$ cat config.mk
export PLATFORM = sky130hd
export DESIGN_NAME = tick_counter
export DESIGN_NICKNAME = d
export VERILOG_FILES = /design/src/rtl/counter_pkg.sv /design/src/rtl/tick_counter_tick_gen.sv /design/src/rtl/tick_counter.sv
export SDC_FILE = /design/constraint.sdc
export NUM_CORES = 1
export LEC_CHECK = 0
export ABC_CLOCK_PERIOD_IN_PS = 2360
export BUFFER_PORTS_ARGS = -buffer_cell sky130_fd_sc_hd__buf_2
export CORE_MARGIN = 2
export CORE_UTILIZATION = 40
export CTS_CLUSTER_SIZE = 30
export DETAILED_ROUTE_END_ITERATION = 16
export GPL_ROUTABILITY_DRIVEN = 0
export PLACE_DENSITY_LB_ADDON = 0.3
export SLEW_MARGIN = 30
export SYNTH_ARGS = -nofsm -noshare
export SYNTH_HDL_FRONTEND = slang
export SYNTH_HIERARCHICAL = 1
export SYNTH_SLANG_ARGS = --single-unit
export TNS_END_PERCENT = 50
$ cat constraint.sdc
create_clock -name clk -period 2.36 [get_ports clk]
set_clock_uncertainty 0.2 [all_clocks]
set_input_delay 0.472 -clock clk [delete_from_list [all_inputs] [get_ports clk]]
set_output_delay 0.472 -clock clk [all_outputs]
set_load 0.005 [all_outputs]
$ cat src/rtl/counter_pkg.sv
// Shared constants and helpers for the tick_counter block: default ratios,
// direction encoding and the prescaler width function.
package counter_pkg;

    localparam int unsigned DEFAULT_DIV = 32'd33554432;
    localparam int unsigned DEFAULT_MOD = 32'd16;

    localparam logic DIR_UP   = 1'b1;
    localparam logic DIR_DOWN = 1'b0;

    // Bits needed to hold 0..div-1, never less than one.
    function automatic int unsigned pre_width(input int unsigned div);
        int unsigned w;
        w = 32'd1;
        while ((64'd1 << w) < {32'd0, div}) begin
            w = w + 32'd1;
        end
        return w;
    endfunction

endpackage

$ cat src/rtl/tick_counter_tick_gen.sv
// Clock-enable prescaler: raises step for one cycle every DIV enabled cycles.
// The clr input restarts the period, which is how a load realigns the count phase.
module tick_gen
    import counter_pkg::*;
#(
    parameter int unsigned DIV = DEFAULT_DIV
) (
    input  logic clk,
    input  logic rst,
    input  logic en,
    input  logic clr,
    output logic step
);

    localparam int unsigned    PW       = pre_width(DIV);
    localparam logic [PW-1:0]  LAST_VAL = PW'(DIV - 32'd1);
    localparam logic [PW-1:0]  ONE_VAL  = PW'(1'b1);

    logic [PW-1:0] pre_cnt_r;

    assign step = en && (pre_cnt_r == LAST_VAL);

    // Prescaler phase register; clr wins over counting, en=0 holds the phase.
    always_ff @(posedge clk or posedge rst) begin
        if (rst) begin
            pre_cnt_r <= '0;
        end else if (clr) begin
            pre_cnt_r <= '0;
        end else if (step) begin
            pre_cnt_r <= '0;
        end else if (en) begin
            pre_cnt_r <= pre_cnt_r + ONE_VAL;
        end else begin
            pre_cnt_r <= pre_cnt_r;
        end
    end

endmodule

$ cat src/rtl/tick_counter.sv
// Loadable up/down modulo counter stepped by a single-clock prescaler strobe.
// Define COUNTER_SAT_EN to saturate at 0 / MOD-1 instead of wrapping.
module tick_counter
    import counter_pkg::*;
#(
    parameter int unsigned DIV   = DEFAULT_DIV,
    parameter int unsigned WIDTH = 32'd4,
    parameter int unsigned MOD   = DEFAULT_MOD
) (
    input  logic             clk,
    input  logic             rst,
    input  logic             en,
    input  logic             dir,
    input  logic             load,
    input  logic [WIDTH-1:0] load_val,
    output logic [WIDTH-1:0] count_out,
    output logic             tick,
    output logic             tc
);

    localparam logic [WIDTH-1:0] MAX_VAL  = WIDTH'(MOD - 32'd1);
    localparam logic [WIDTH-1:0] ONE_VAL  = WIDTH'(1'b1);
`ifdef COUNTER_SAT_EN
    localparam logic [WIDTH-1:0] NEAR_MAX = WIDTH'(MOD - 32'd2);
`endif

    logic             step_s;
    logic [WIDTH-1:0] count_r;
    logic             tick_r;
    logic             tc_r;
    logic [WIDTH-1:0] count_nxt_s;
    logic             tick_nxt_s;
    logic             tc_nxt_s;

    tick_gen #(
        .DIV (DIV)
    ) u_tick_gen (
        .clk  (clk),
        .rst  (rst),
        .en   (en),
        .clr  (load),
        .step (step_s)
    );

    // Next count and pulse flags: load beats step, step beats hold.
    always_comb begin
        count_nxt_s = count_r;
        tick_nxt_s  = 1'b0;
        tc_nxt_s    = 1'b0;
        if (load) begin
            count_nxt_s = (load_val > MAX_VAL) ? MAX_VAL : load_val;
        end else if (step_s) begin
            tick_nxt_s = 1'b1;
            if (dir == DIR_UP) begin
`ifdef COUNTER_SAT_EN
                count_nxt_s = (count_r == MAX_VAL) ? count_r : (count_r + ONE_VAL);
                tc_nxt_s    = (count_r == NEAR_MAX);
`else
                count_nxt_s = (count_r == MAX_VAL) ? '0 : (count_r + ONE_VAL);
                tc_nxt_s    = (count_r == MAX_VAL);
`endif
            end else begin
`ifdef COUNTER_SAT_EN
                count_nxt_s = (count_r == '0) ? count_r : (count_r - ONE_VAL);
                tc_nxt_s    = (count_r == ONE_VAL);
`else
                count_nxt_s = (count_r == '0) ? MAX_VAL : (count_r - ONE_VAL);
                tc_nxt_s    = (count_r == '0);
`endif
            end
        end else begin
            count_nxt_s = count_r;
        end
    end

    // Output registers.
    always_ff @(posedge clk or posedge rst) begin
        if (rst) begin
            count_r <= '0;
            tick_r  <= 1'b0;
            tc_r    <= 1'b0;
        end else begin
            count_r <= count_nxt_s;
            tick_r  <= tick_nxt_s;
            tc_r    <= tc_nxt_s;
        end
    end

    assign count_out = count_r;
    assign tick      = tick_r;
    assign tc        = tc_r;

endmodule

==> results.json, run 1 <==
{
  "fin_crit_sh_pct": 91.2,
  "clock-root-buffer": "clkbuf_8",
  "setup_violations": 0,
  "endpoint_kind": "register",
  "yosysSeqAreaShare_pct": 44.5,
  "diodes": 0,
  "synth-simple-area-share_pct": 28.4,
  "tightest_slew_ns": 0.484,
  "grt_pass1_vias": 1348,
  "slew_headroom_pct": 67.5,
  "cts_tree": "done",
  "num_rows": 24,
  "synthFlopType": "dfrtp_1",
  "rsz0062_at_grt": "no",
  "grt_use_met1_pct": 22.3,
  "cp.required_ns": 2.32,
  "grt_usage_pct": 16.0,
  "start_util_pct": 40.9,
  "drc": 0,
  "ctsLongestPathBuffers": 2,
  "drt-wirelength-per-cell_um": 13.1,
  "post_cts_buffers": 0,
  "ios": 15,
  "dieArea_um2": 4900,
  "grt_pass1_wl_um": 6200,
  "synth_edf_count": 0,
  "nets": 223,
  "synth_top_family_by_area": "simple AND/OR/NAND/NOR gates",
  "setup-tns-final_ns": 0,
  "via_per_inst": 5.35,
  "synth_xor_xnor_area_share_pct": 12.1,
  "gr-total-overflow": 0,
  "outcome": "complete, no violations",
  "num_vias": 1406,
  "arrival_ns": 2.11,
  "syn-mean-instance-area_um2": 9.33,
  "path_class": "register to register",
  "drt-total-wl_um": 3440,
  "grt_util_met2_pct": 23.1,
  "yosys.area.top_type": "dfrtp_1",
  "synth_fa_ha_area_share_pct": 2.15,
  "synth_mux_area_share_pct": 1.79,
  "period_minus_slack_ns": 2.15,
  "synthCells": 187,
  "numCtsBuffers": 5,
  "antenna_found_initial": 0,
  "grt_max_degree": 26,
  "dr.pass1.iters": 4,
  "final-hold-violation-count": 0,
  "clk_pin_slew_ns": 0.06,
  "cts-htree-levels": 2,
  "ys_seq_elements": 31,
  "synth_warnings": 6,
  "grt_util_met3_pct": 4.33,
  "port_buffers": 14,
  "synthDistinctLibCells": 38,
  "critical_path_peak_fanout": 6,
  "core_um2": 4260,
  "syn_to_final_growth_pct": 15.0,
  "cts_sinks": 31,
  "layout.cells.non_filler": 263,
  "antenna_left": 0,
  "die_w_um": 70.0,
  "worst_setup_path_start_kind": "register",
  "yosys.area.top_type_share_pct": 44.5,
  "synth-compound-area-share_pct": 7.68,
  "grt-busiest-layer": "met2",
  "synthTopCellsByArea": "dfrtp_1 44%, xnor2_1 7.0%, nor2_1 5.8%",
  "clock_latency_ns": 0.28,
  "leakage_uw": 0.000860,
  "hp-class": "primary input to register",
  "dp_cells": 255,
  "drv_cap": 0,
  "p_per_area_nw_per_um2": 529,
  "max_freq_ghz": 0.465,
  "dp_hpwl_um": 2440,
  "async_flop_share_pct": 100,
  "die_h_um": 70.0,
  "final_layout_size_suffix_gt1_share_pct": 18.0,
  "synth_fp_nets": 199,
  "ir_drop_mv": 0.366,
  "drv_slew": 0,
  "drt_iter0_drc": 58,
  "synth_area_um2": 1740
}
## cells in the final DEF, fill, tap and decap left out, drive strengths merged
cell type / count
nand2: 15
inv: 9
nand3: 9
mux2i: 2
mux2: 1
dfrtp: 31
buf: 21
or4b: 1
clkbuf: 6
o31ai: 1
a31oi: 3
nor3b: 1
and2: 3
xnor2: 14
clkinv: 1
nor4: 4
or3: 1
xor2: 10
ha: 3
o2111ai: 2
nor2: 27
dlygate4sd3: 1
o311a: 1
and3: 3
and4: 4
nand2b: 2
or4: 1
o21ai: 6
o21bai: 1
nand4: 13
a21oi: 5
or2: 1
a41oi: 1
nor3: 7
## critical path, stage by stage, from the launching register on
cell,delay (ns)
dfrtp_1,0.44
ha_1,0.23
and4_1,0.25
and3_1,0.24
nand2_1,0.11
nor2_2,0.24
nor3b_1,0.08
a21oi_1,0.15
o31ai_2,0.09
## through the flow
step / setup WS (ns) / util (%) / hold WS (ns) / total power [uW] / cell area, um^2
after floorplan: 0.324 / - / 0.0630 / 625 / 1740
after global placement: 0.165 / 44.7 / 0.209 / 658 / 1910
after detailed placement: 0.104 / 44.7 / 0.212 / 659 / 1910
after CTS: 0.0865 / 47.0 / 0.195 / 1080 / 2000
after global routing: 0.0134 / 47.0 / 0.215 / 1120 / 2010
final: 0.209 / 47.0 / 0.204 / 1060 / 2010
## layout make-up
type	instances	area, um^2
inverters	9	33.8
flip-flops and latches	31	776
multi-input cells	142	911
clock buffers	6	82.6
repair buffers	22	133
well taps	52	65.1
fillers	409	2260
clock inverters	1	5.00
## registers in the layout, summed over array words and instances (netlist names)
name / cells
u_tick_gen/pre_cnt_r: 25
tc: 1
count_out: 4
tick: 1
## worst paths after layout
kind	startpoint	end	cells past startpoint	slack [ns]
worst max-delay path	u_tick_gen/pre_cnt_r[0]$_DFFE_PP0P_	count_out[3]$_DFFE_PP0P_	8	0.21
worst min-delay path	load_val[0]	count_out[0]$_DFFE_PP0P_	3	0.20
worst max register to register	u_tick_gen/pre_cnt_r[0]$_DFFE_PP0P_	count_out[3]$_DFFE_PP0P_	8	0.21
worst min register to register	u_tick_gen/pre_cnt_r[20]$_DFFE_PP0P_	u_tick_gen/pre_cnt_r[20]$_DFFE_PP0P_	2	0.34
max in group asynchronous	rst	u_tick_gen/pre_cnt_r[8]$_DFFE_PP0P_	4	1.11
min in group asynchronous	rst	tc$_DFF_PP0_	3	0.45
## cell usage after synthesis (all sizes together) (2+ instances only)
cell type / n
o21ai: 6
nand2: 15
nand3: 9
and3: 3
a31oi: 3
ha: 3
xnor2: 14
and4: 4
mux2i: 2
xor2: 10
nor2: 27
inv: 9
nor4: 4
a21oi: 5
dfrtp: 31
o2111ai: 2
clkbuf: 4
and2: 3
nand4: 13
nand2b: 2
nor3: 7
## report_power, final
group	total [uW]	internal [uW]	leakage (uW)	switching [uW]
registers	557	542	0.000424	15.8
logic	91.8	39.4	0.000389	52.4
clock network	412	228	0.0000470	184
total	1060	809	0.000860	252
## repair_timing
item | 4_1_cts | 5_1_grt
resized for setup | 0 | 1
hold buffers | 1 | 0
hold endpoints to repair | 6 | 0
setup endpoints to repair | 0 | 4
## per-layer routing
layer	part of all wire [%]	vias up
met2	46	25
met3	3.3	7
met5	0	-
met1	48	670
met4	1.9	0
li1	-	704
## cells by family (layout without fill, tap and decap cells)
family,count (synthesis),after routing
buffers and inverters,14,38
XOR/XNOR,24,24
adder cells (fa/ha/maj),3,3
AND/OR/NAND/NOR,92,92
flip-flops,31,31
multiplexers,3,3
AO/OA/AOI/OAI,20,20
Note: power is estimated with default switching activity, not from simulation.
==> inputs of run 2 (changes only) <==
--- a/config.mk
+++ b/config.mk
@@ -5,15 +5,16 @@
 export SDC_FILE = /design/constraint.sdc
 export NUM_CORES = 1
 export LEC_CHECK = 0
-export ABC_CLOCK_PERIOD_IN_PS = 2360
+export ABC_CLOCK_PERIOD_IN_PS = 2300
 export BUFFER_PORTS_ARGS = -buffer_cell sky130_fd_sc_hd__buf_2
 export CORE_MARGIN = 2
 export CORE_UTILIZATION = 40
 export CTS_CLUSTER_SIZE = 30
 export DETAILED_ROUTE_END_ITERATION = 16
 export GPL_ROUTABILITY_DRIVEN = 0
+export GPL_TIMING_DRIVEN = 0
 export PLACE_DENSITY_LB_ADDON = 0.3
-export SLEW_MARGIN = 30
+export SLEW_MARGIN = 40
 export SYNTH_ARGS = -nofsm -noshare
 export SYNTH_HDL_FRONTEND = slang
 export SYNTH_HIERARCHICAL = 1
==> constraint.sdc (replaced) <==
create_clock -name clk -period 2.3 [get_ports clk]
set_clock_uncertainty 0.2 [all_clocks]
set_input_delay 0.46 -clock clk [delete_from_list [all_inputs] [get_ports clk]]
set_output_delay 0.46 -clock clk [all_outputs]
set_load 0.005 [all_outputs]
==> run 2 against run 1 <==
Effect of this change: global-route usage up 0.14 points; non-clock buffer count did not move; largest power group unchanged; critical path type unchanged; clock-buffer cell count fell by 1; highest routed layer unchanged.
==> results.json, run 2 (synthesized netlist as in run 1, its figures left out) <==
{
  "outcome": "complete, no violations",
  "grt_pass1_wl_um": 6320,
  "drt-total-wl_um": 3450,
  "start_util_pct": 40.9,
  "slew_headroom_pct": 63.7,
  "p_per_area_nw_per_um2": 536,
  "final_cell_mix": "29 x dfrtp_1, 26 x nor2_1, 14 x xnor2_1, 14 x nand2_1, 14 x buf_2",
  "drt_iter0_drc": 122,
  "nets": 223,
  "arrival_ns": 2.04,
  "ios": 15,
  "largest-register": "u_tick_gen/pre_cnt_r",
  "dieArea_um2": 4900,
  "grt_max_degree": 26,
  "rsz0062_at_grt": "no",
  "rrSetupSlack_ns": 0.21,
  "cts_sinks": 31,
  "place_area_um2": 1880,
  "fin_area_um2": 2010,
  "r2r-end": "u_tick_gen/pre_cnt_r[18]$_DFFE_PP0P_",
  "final_layout_size_suffix_gt1_share_pct": 19.3,
  "clk_pin_slew_ns": 0.06,
  "rr_worst_depth": 6,
  "drv_slew": 0,
  "drt-wirelength-per-cell_um": 13.1,
  "hp-class": "primary input to register",
  "syn_to_final_growth_pct": 15.1,
  "leakage_uw": 0.000840,
  "die_w_um": 70.0,
  "drv_cap": 0,
  "max_freq_ghz": 0.479,
  "tightest_slew_ns": 0.544,
  "num_vias": 1424,
  "hold_end": "count_out[2]$_DFFE_PP0P_",
  "diodes": 0,
  "gr-total-overflow": 0,
  "clock_latency_ns": 0.28,
  "min_from": "load_val[2]",
  "cp.required_ns": 2.25,
  "path_class": "register to register",
  "cts_tree": "done",
  "endpoint_kind": "register",
  "via_per_inst": 5.39,
  "port_buffers": 14,
  "ctsLongestPathBuffers": 2,
  "drc": 0,
  "cts-htree-levels": 2,
  "numCtsBuffers": 5,
  "worst_setup_path_start_kind": "register",
  "core_um2": 4260,
  "clock-root-buffer": "clkbuf_8",
  "final_common_cell": "dfrtp_1",
  "hold_path_depth": 3,
  "dr.pass1.iters": 5,
  "final_util_pct": 47.1,
  "dp_hpwl_um": 2440,
  "period_minus_slack_ns": 2.09,
  "num_rows": 24,
  "final-hold-violation-count": 0,
  "antenna_left": 0,
  "antenna_found_initial": 0,
  "grt_pass1_vias": 1363,
  "grt_usage_pct": 16.1,
  "setup_violations": 0,
  "fin_crit_sh_pct": 90.8,
  "ir_drop_mv": 0.308,
  "die_h_um": 70.0,
  "largest_reg_flops": 25,
  "critical_path_peak_fanout": 6,
  "reg2reg_from": "u_tick_gen/pre_cnt_r[0]$_DFFE_PP0P_"
}
-- run 2: cell count changes in the layout (fill, tap and decap cells not counted), moves of 2 or more --
cell / previous run / this run
buf_4: 7 / 2
clkbuf_1: 0 / 4
clkinv_2: 1 / 3
dfrtp_1: 31 / 29
dfrtp_2: 0 / 2
-- run 2: area by class of cell --
type / count / area, um^2
timing repair buffer: 17 / 95.1
fill: 429 / 2260
inverter: 9 / 33.8
tap: 52 / 65.1
buffer: 5 / 26.3
clock buffer: 5 / 68.8
multi-input combinational: 142 / 926
clock inverter: 3 / 15.0
sequential: 31 / 778
-- run 2: where the power goes --
part | internal (uW) | switching (uW) | leakage, uW | total [uW]
combinational | 39.0 | 53.5 | 0.000371 | 92.5
sequential | 556 | 16.4 | 0.000421 | 572
clock | 207 | 206 | 0.0000477 | 412
-- run 2: worst max-delay path, stage by stage (launching register included) --
cell and delay [ns]:
dfrtp_2 0.42, ha_2 0.22, nand4_1 0.20, nor4_2 0.50
o2111ai_1 0.19, xor2_1 0.18, nor2_1 0.05
-- run 2: per-stage QoR --
| step | hold WS [ns] | instances | setup slack (ns) | setup TNS, ns | total power (uW) |
|---|---|---|---|---|---|
| floorplan | 0.0510 | 187 | 0.264 | 0 | 641 |
| global placement | 0.207 | 253 | -0.0404 | -0.108 | 674 |
| detailed placement | 0.212 | 253 | -0.0572 | -0.134 | 675 |
| CTS | 0.183 | 262 | 0.0168 | 0 | 1090 |
| global route | 0.200 | 264 | 0.0297 | 0 | 1140 |
| finish | 0.187 | 264 | 0.211 | 0 | 1080 |
-- run 2: worst max-delay path by stage --
stage                     slack, ns                                    to                            startpoint  cells past startpoint
after global placement        -0.04              count_out[2]$_DFFE_PP0P_   u_tick_gen/pre_cnt_r[0]$_DFFE_PP0P_                      8
final                          0.21  u_tick_gen/pre_cnt_r[18]$_DFFE_PP0P_   u_tick_gen/pre_cnt_r[0]$_DFFE_PP0P_                      6
after floorplan                0.26              count_out[2]$_DFFE_PP0P_   u_tick_gen/pre_cnt_r[0]$_DFFE_PP0P_                      8
after detailed placement      -0.06              count_out[2]$_DFFE_PP0P_   u_tick_gen/pre_cnt_r[0]$_DFFE_PP0P_                      8
after global routing           0.03              count_out[2]$_DFFE_PP0P_  u_tick_gen/pre_cnt_r[16]$_DFFE_PP0P_                      8
after CTS                      0.02              count_out[2]$_DFFE_PP0P_   u_tick_gen/pre_cnt_r[6]$_DFFE_PP0P_                      7
-- run 2: timing repair --
item | in CTS | in global routing
buffers inserted | 0 | 2
setup endpoints to repair | 5 | 16
hold buffers | 1 | 0
pin swaps | 0 | 1
endpoints found under the hold margin | 6 | 0
resized for setup | 2 | 5
-- run 2: metal layers --
layer	GRT usage [%]	wire, um
met1	23.2	1690
met2	23.1	1560
met3	4.76	145
met4	5.77	53
met5	0	0
